==> config.mk <==
export PLATFORM = sky130hd
export DESIGN_NAME = mem_arbiter_flat
export DESIGN_NICKNAME = d
export VERILOG_FILES = /design/src/rtl/mem_arbiter_if.sv /design/src/rtl/mem_arbiter.sv /design/src/flat_wrapper.sv
export SDC_FILE = /design/constraint.sdc
export NUM_CORES = 1
export LEC_CHECK = 0
export BUFFER_PORTS_ARGS = -buffer_cell sky130_fd_sc_hd__buf_4
export CAP_MARGIN = 0
export CORE_AREA = 2 2 99 101
export CTS_CLUSTER_DIAMETER = 50
export CTS_CLUSTER_SIZE = 25
export DETAILED_ROUTE_END_ITERATION = 10
export DIE_AREA = 0 0 101 103
export GPL_TIMING_DRIVEN = 0
export SYNTH_ARGS = -nofsm -noshare
export SYNTH_HDL_FRONTEND = slang
export SYNTH_SLANG_ARGS = --single-unit
==> constraint.sdc <==
create_clock -name clk -period 2 [get_ports clk]
set_input_delay 0.3 -clock clk [delete_from_list [all_inputs] [get_ports clk]]
set_output_delay 0.3 -clock clk [all_outputs]
set_load 0.02 [all_outputs]
==> src/rtl/mem_arbiter_if.sv <==
// Request/response bus between two requesters (I and D ports), the arbiter and a
// single-port-per-direction word ram with registered read data.
interface mem_arbiter_if #(
    parameter int unsigned AW = 8
);
    logic          i_valid;
    logic [31:0]   i_addr;
    logic          i_ready;
    logic          i_rvalid;
    logic [31:0]   i_rdata;

    logic          d_valid;
    logic          d_we;
    logic [31:0]   d_addr;
    logic [3:0]    d_wstrb;
    logic [31:0]   d_wdata;
    logic          d_ready;
    logic          d_rvalid;
    logic [31:0]   d_rdata;

    logic [AW-1:0] ram_raddr;
    logic [AW-1:0] ram_waddr;
    logic [31:0]   ram_din;
    logic [3:0]    ram_wen;
    logic [31:0]   ram_dout;

    modport slave (
        input  i_valid, i_addr, d_valid, d_we, d_addr, d_wstrb, d_wdata, ram_dout,
        output i_ready, i_rvalid, i_rdata, d_ready, d_rvalid, d_rdata,
               ram_raddr, ram_waddr, ram_din, ram_wen
    );

    modport master (
        output i_valid, i_addr, d_valid, d_we, d_addr, d_wstrb, d_wdata, ram_dout,
        input  i_ready, i_rvalid, i_rdata, d_ready, d_rvalid, d_rdata,
               ram_raddr, ram_waddr, ram_din, ram_wen
    );
endinterface

==> src/rtl/mem_arbiter.sv <==
// Two-port (instruction/data) arbiter onto one ram: one grant per cycle, alternating
// preference under contention, read data returned one cycle after the grant.
module mem_arbiter #(
    parameter int unsigned depth = 256
) (
    input  logic          clk,
    input  logic          rst,
    mem_arbiter_if.slave  bus
);
    localparam int unsigned AW = $clog2(depth);

    logic          r_pref;     // 0 = D preferred, 1 = I preferred
    logic          r_rsp_v;
    logic          r_rsp_id;   // 1 = response belongs to I port
    logic          w_grant_i;
    logic          w_grant_d;
    logic [AW-1:0] w_i_word;
    logic [AW-1:0] w_d_word;

    assign w_i_word = bus.i_addr[AW+1:2];
    assign w_d_word = bus.d_addr[AW+1:2];

    always_comb begin
        w_grant_i = 1'b0;
        w_grant_d = 1'b0;
        if (!rst) begin
            if (bus.d_valid && (!bus.i_valid || !r_pref)) begin
                w_grant_d = 1'b1;
            end else if (bus.i_valid) begin
                w_grant_i = 1'b1;
            end
        end
    end

    assign bus.i_ready   = w_grant_i;
    assign bus.d_ready   = w_grant_d;
    assign bus.ram_raddr = w_grant_i ? w_i_word : w_d_word;
    assign bus.ram_waddr = w_d_word;
    assign bus.ram_din   = bus.d_wdata;
    assign bus.ram_wen   = (w_grant_d && bus.d_we) ? ~bus.d_wstrb : 4'hF;

    // Gated by rst so a response pending at reset entry never reaches a port.
    assign bus.i_rvalid = r_rsp_v && r_rsp_id && !rst;
    assign bus.d_rvalid = r_rsp_v && !r_rsp_id && !rst;
    assign bus.i_rdata  = bus.ram_dout;
    assign bus.d_rdata  = bus.ram_dout;

    always_ff @(posedge clk) begin
        if (rst) begin
            r_pref   <= 1'b0;
            r_rsp_v  <= 1'b0;
            r_rsp_id <= 1'b0;
        end else begin
            r_rsp_v  <= w_grant_i || w_grant_d;
            r_rsp_id <= w_grant_i;
            if (w_grant_d) begin
                r_pref <= 1'b1;
            end else if (w_grant_i) begin
                r_pref <= 1'b0;
            end
        end
    end
endmodule

==> src/flat_wrapper.sv <==
// flat-port wrapper written by rule: the top's interface ports become plain ports
module mem_arbiter_flat 
#(
    parameter int unsigned depth = 256
)
  (clk, rst, bus_i_valid, bus_i_addr, bus_d_valid, bus_d_we, bus_d_addr, bus_d_wstrb, bus_d_wdata, bus_ram_dout, bus_i_ready, bus_i_rvalid, bus_i_rdata, bus_d_ready, bus_d_rvalid, bus_d_rdata, bus_ram_raddr, bus_ram_waddr, bus_ram_din, bus_ram_wen);
  mem_arbiter_if bus_i ();
  input  logic clk;
  input  logic rst;
  input wire logic [$bits(bus_i.i_valid)-1:0] bus_i_valid;
  input wire logic [$bits(bus_i.i_addr)-1:0] bus_i_addr;
  input wire logic [$bits(bus_i.d_valid)-1:0] bus_d_valid;
  input wire logic [$bits(bus_i.d_we)-1:0] bus_d_we;
  input wire logic [$bits(bus_i.d_addr)-1:0] bus_d_addr;
  input wire logic [$bits(bus_i.d_wstrb)-1:0] bus_d_wstrb;
  input wire logic [$bits(bus_i.d_wdata)-1:0] bus_d_wdata;
  input wire logic [$bits(bus_i.ram_dout)-1:0] bus_ram_dout;
  output wire logic [$bits(bus_i.i_ready)-1:0] bus_i_ready;
  output wire logic [$bits(bus_i.i_rvalid)-1:0] bus_i_rvalid;
  output wire logic [$bits(bus_i.i_rdata)-1:0] bus_i_rdata;
  output wire logic [$bits(bus_i.d_ready)-1:0] bus_d_ready;
  output wire logic [$bits(bus_i.d_rvalid)-1:0] bus_d_rvalid;
  output wire logic [$bits(bus_i.d_rdata)-1:0] bus_d_rdata;
  output wire logic [$bits(bus_i.ram_raddr)-1:0] bus_ram_raddr;
  output wire logic [$bits(bus_i.ram_waddr)-1:0] bus_ram_waddr;
  output wire logic [$bits(bus_i.ram_din)-1:0] bus_ram_din;
  output wire logic [$bits(bus_i.ram_wen)-1:0] bus_ram_wen;
  assign bus_i.i_valid = bus_i_valid;
  assign bus_i.i_addr = bus_i_addr;
  assign bus_i.d_valid = bus_d_valid;
  assign bus_i.d_we = bus_d_we;
  assign bus_i.d_addr = bus_d_addr;
  assign bus_i.d_wstrb = bus_d_wstrb;
  assign bus_i.d_wdata = bus_d_wdata;
  assign bus_i.ram_dout = bus_ram_dout;
  assign bus_i_ready = bus_i.i_ready;
  assign bus_i_rvalid = bus_i.i_rvalid;
  assign bus_i_rdata = bus_i.i_rdata;
  assign bus_d_ready = bus_i.d_ready;
  assign bus_d_rvalid = bus_i.d_rvalid;
  assign bus_d_rdata = bus_i.d_rdata;
  assign bus_ram_raddr = bus_i.ram_raddr;
  assign bus_ram_waddr = bus_i.ram_waddr;
  assign bus_ram_din = bus_i.ram_din;
  assign bus_ram_wen = bus_i.ram_wen;
  mem_arbiter #(.depth(depth)) u_core (.clk(clk), .rst(rst), .bus(bus_i));
endmodule
==> run_results.csv <==
group,metric,value,unit
status,status,"completed",
worst_setup_path,cp_max_fo,10,
sta,fin_tns_setup,0,ns
detailed_routing,first_iter_violations,7,
worst_setup_path,setup.worst_path.end,"bus_ram_raddr[4]",
flow_run,drv_cap,0,
cts,postCtsSetupBuffers,0,
detailed_routing,postRouteAntennaNets,0,
worst_setup_path,regToRegEndpoint,"u_core.r_rsp_id",
global_routing,grt_pass1_wl,4.40,mm
synthesis,yosysSeqAreaShare,5.62,%
sta,grt_setup_unrepaired,"false",
final_layout,fin_util,24.7,%
floorplanning,core_area,9460,um2
final_layout,fin_area,2340,um2
synthesis,ys_seq_elements,3,
global_routing,grt_usage,5.29,%
global_routing,grt_start_max_net_pins,11,
placed_design,routabilityCongestion,0.896,
cts,h-tree-depth,1,
cts,numCtsBuffers,3,
detailed_routing,drc,0,
final_layout,final_cell_mix,"248 x buf_4, 8 x mux2_4, 4 x nand2_1",
sta,drv_slew,0,
global_routing,grt_overflow_total,0,
placed_design,hpwlAfterDp,3.33,mm
global_routing,grt_antenna_before_repair,0,
floorplanning,dieHeight,103,um
final_layout,antenna_cells,0,
worst_setup_path,slowest_stage,"dfxtp_1",
placed_design,port_buffers,144,
synthesis,syn_inst,133,
synthesis,avgSynthCellArea,8.03,um2
cts,cts.repair.resized,0,
power,leakagePower,1.37,nW
final_layout,nets,419,
sta,finClkSkew,0.000846,ns
floorplanning,fp.dieArea,10400,um2
sta,hold_violations,0,
worst_hold_path,min_from,"rst",
global_routing,grt_pass1_vias,1031,
worst_setup_path,r2r_start,"u_core.r_pref",
worst_setup_path,arrival,1.40,ns
worst_setup_path,cp-start-kind,"flip-flop",
worst_setup_path,crit_type,"flip-flop to output pin",
final_layout,final_layout_size_suffix_gt1_share,93.2,%
worst_setup_path,rr_worst_depth,4,
synthesis,syn_nets,270,
final_layout,final_cells,395,
final_layout,syn2layout_area_growth,119,%
synthesis,ys_types,14,
detailed_routing,routed_wl,3.57,mm
cts,cts_tree,"yes",
placed_design,placed_area,2290,um2
placed_design,placed_cells,391,
sta,slew_headroom,87.0,%
sta,period_needed,1.70,ns
sta,setup_violations,0,
power,power.density,361,nW/um2
final_layout,final_common_cell,"buf_4",
detailed_routing,routedWlPerCell,9.05,um
cts,clock_path_buffers,2,
synthesis,syn_area,1070,um2
sta,fmax,588,MHz
floorplanning,num_rows,36,
worst_setup_path,r2r_slack,1.13,ns
power,ir_drop,0.122,mV
cts,insertion_delay,0.22,ns
worst_setup_path,cp_cell_sequence,"nand2b_1, nand3b_1, buf_6, mux2_4, buf_4",
cts,ctsHoldBuffers,0,
worst_setup_path,startpoint,"u_core.r_pref",
floorplanning,die_width,101,um
worst_setup_path,worstPathRequired,1.70,ns
sta,worst_slew_pin_slew,0.195,ns
worst_setup_path,cpPeakStageDelay,0.31,ns
detailed_routing,vias,1241,
cts,path_clk_slew,0.03,ns
synthesis,yosysWarnings,0,
sta,finalCritPeriodShare,85.1,%
floorplanning,num_io_pins,257,
worst_hold_path,hold_path.class,"input port to flip-flop",
cts,clock-sinks,3,
worst_setup_path,endpoint_kind,"output pin",
cts,cts-root-buf,"clkbuf_8",
detailed_routing,via_per_inst,3.14,
floorplanning,initial_core_util,11.3,%
detailed_routing,firstDrtPassIters,2,
## area by class of cell
| type | instances | area, um2 |
|---|---|---|
| buffer | 105 | 792 |
| multi-input combinational | 23 | 209 |
| clock buffer | 4 | 45.0 |
| inverter | 2 | 7.51 |
| sequential | 3 | 60.1 |
| timing repair buffer | 144 | 1080 |
| fill | 1002 | 7120 |
| tap | 114 | 143 |
## worst min path at each step
stage | end | cells past startpoint
floorplan | u_core.r_rsp_v | 1
global placement | u_core.r_pref | 2
detailed placement | u_core.r_pref | 2
CTS | u_core.r_rsp_v | 2
global route | u_core.r_rsp_v | 2
finish | u_core.r_rsp_v | 2
## power by group
| part | switching (W) | internal [W] | leakage, nW | total, W |
|---|---|---|---|---|
| sequential | 0.00000194 | 0.0000644 | 0.0250 | 0.0000663 |
| clock | 0.0000428 | 0.000136 | 0.0228 | 0.000179 |
| combinational | 0.000262 | 0.000338 | 1.32 | 0.000599 |
## sequential cells by signal, indices dropped and copies added, names as in the netlist
register / count
u_core.r_pref: 1
u_core.r_rsp_id: 1
u_core.r_rsp_v: 1
## stage by stage
| step | total power (W) | hold slack (ns) | setup slack (ns) |
|---|---|---|---|
| floorplan | 0.000434 | 0.372 | 0.700 |
| global placement | 0.000668 | 0.483 | 0.473 |
| detailed placement | 0.000672 | 0.502 | 0.463 |
| CTS | 0.000853 | 0.297 | 0.286 |
| global route | 0.000888 | 0.304 | 0.222 |
| finish | 0.000845 | 0.296 | 0.298 |
## logic make-up after synthesis
| kind of cell | after synthesis | synth area share [%] |
|---|---|---|
| buffers and inverters | 107 | 74.8 |
| DFF | 3 | 5.62 |
| and+or+nand+nor | 15 | 8.31 |
| muxes | 8 | 11.2 |
## per-layer routing
metal  vias to the layer above  global-route usage, %  part of all wire (%)
met5                         -                      0                     0
met4                         0                  0.936                  0.45
met3                         2                   1.02                    17
met2                       141                   12.4                    55
met1                       496                   4.40                    27
li1                        602                      -                     -
## Yosys cell counts (all sizes together)
cell    count  area [um2]
nand2       4        15.0
nor2        3        11.3
inv         2        7.51
nand3b      1        7.51
and4bb      1        12.5
nor3        1        5.00
dfxtp       3        60.1
and2        1        6.26
and3b       1        10.0
buf       105         792
nor3b       2        15.0
mux2        8         120
nand2b      1        6.26
## worst max-delay path, delay by kind of cell (launching register included)
kind	cells	cell delay (ns)
buf+inv	2	0.34
flops	1	0.31
mux	1	0.31
simple gates	2	0.23
(Power assumes the default switching activity.)
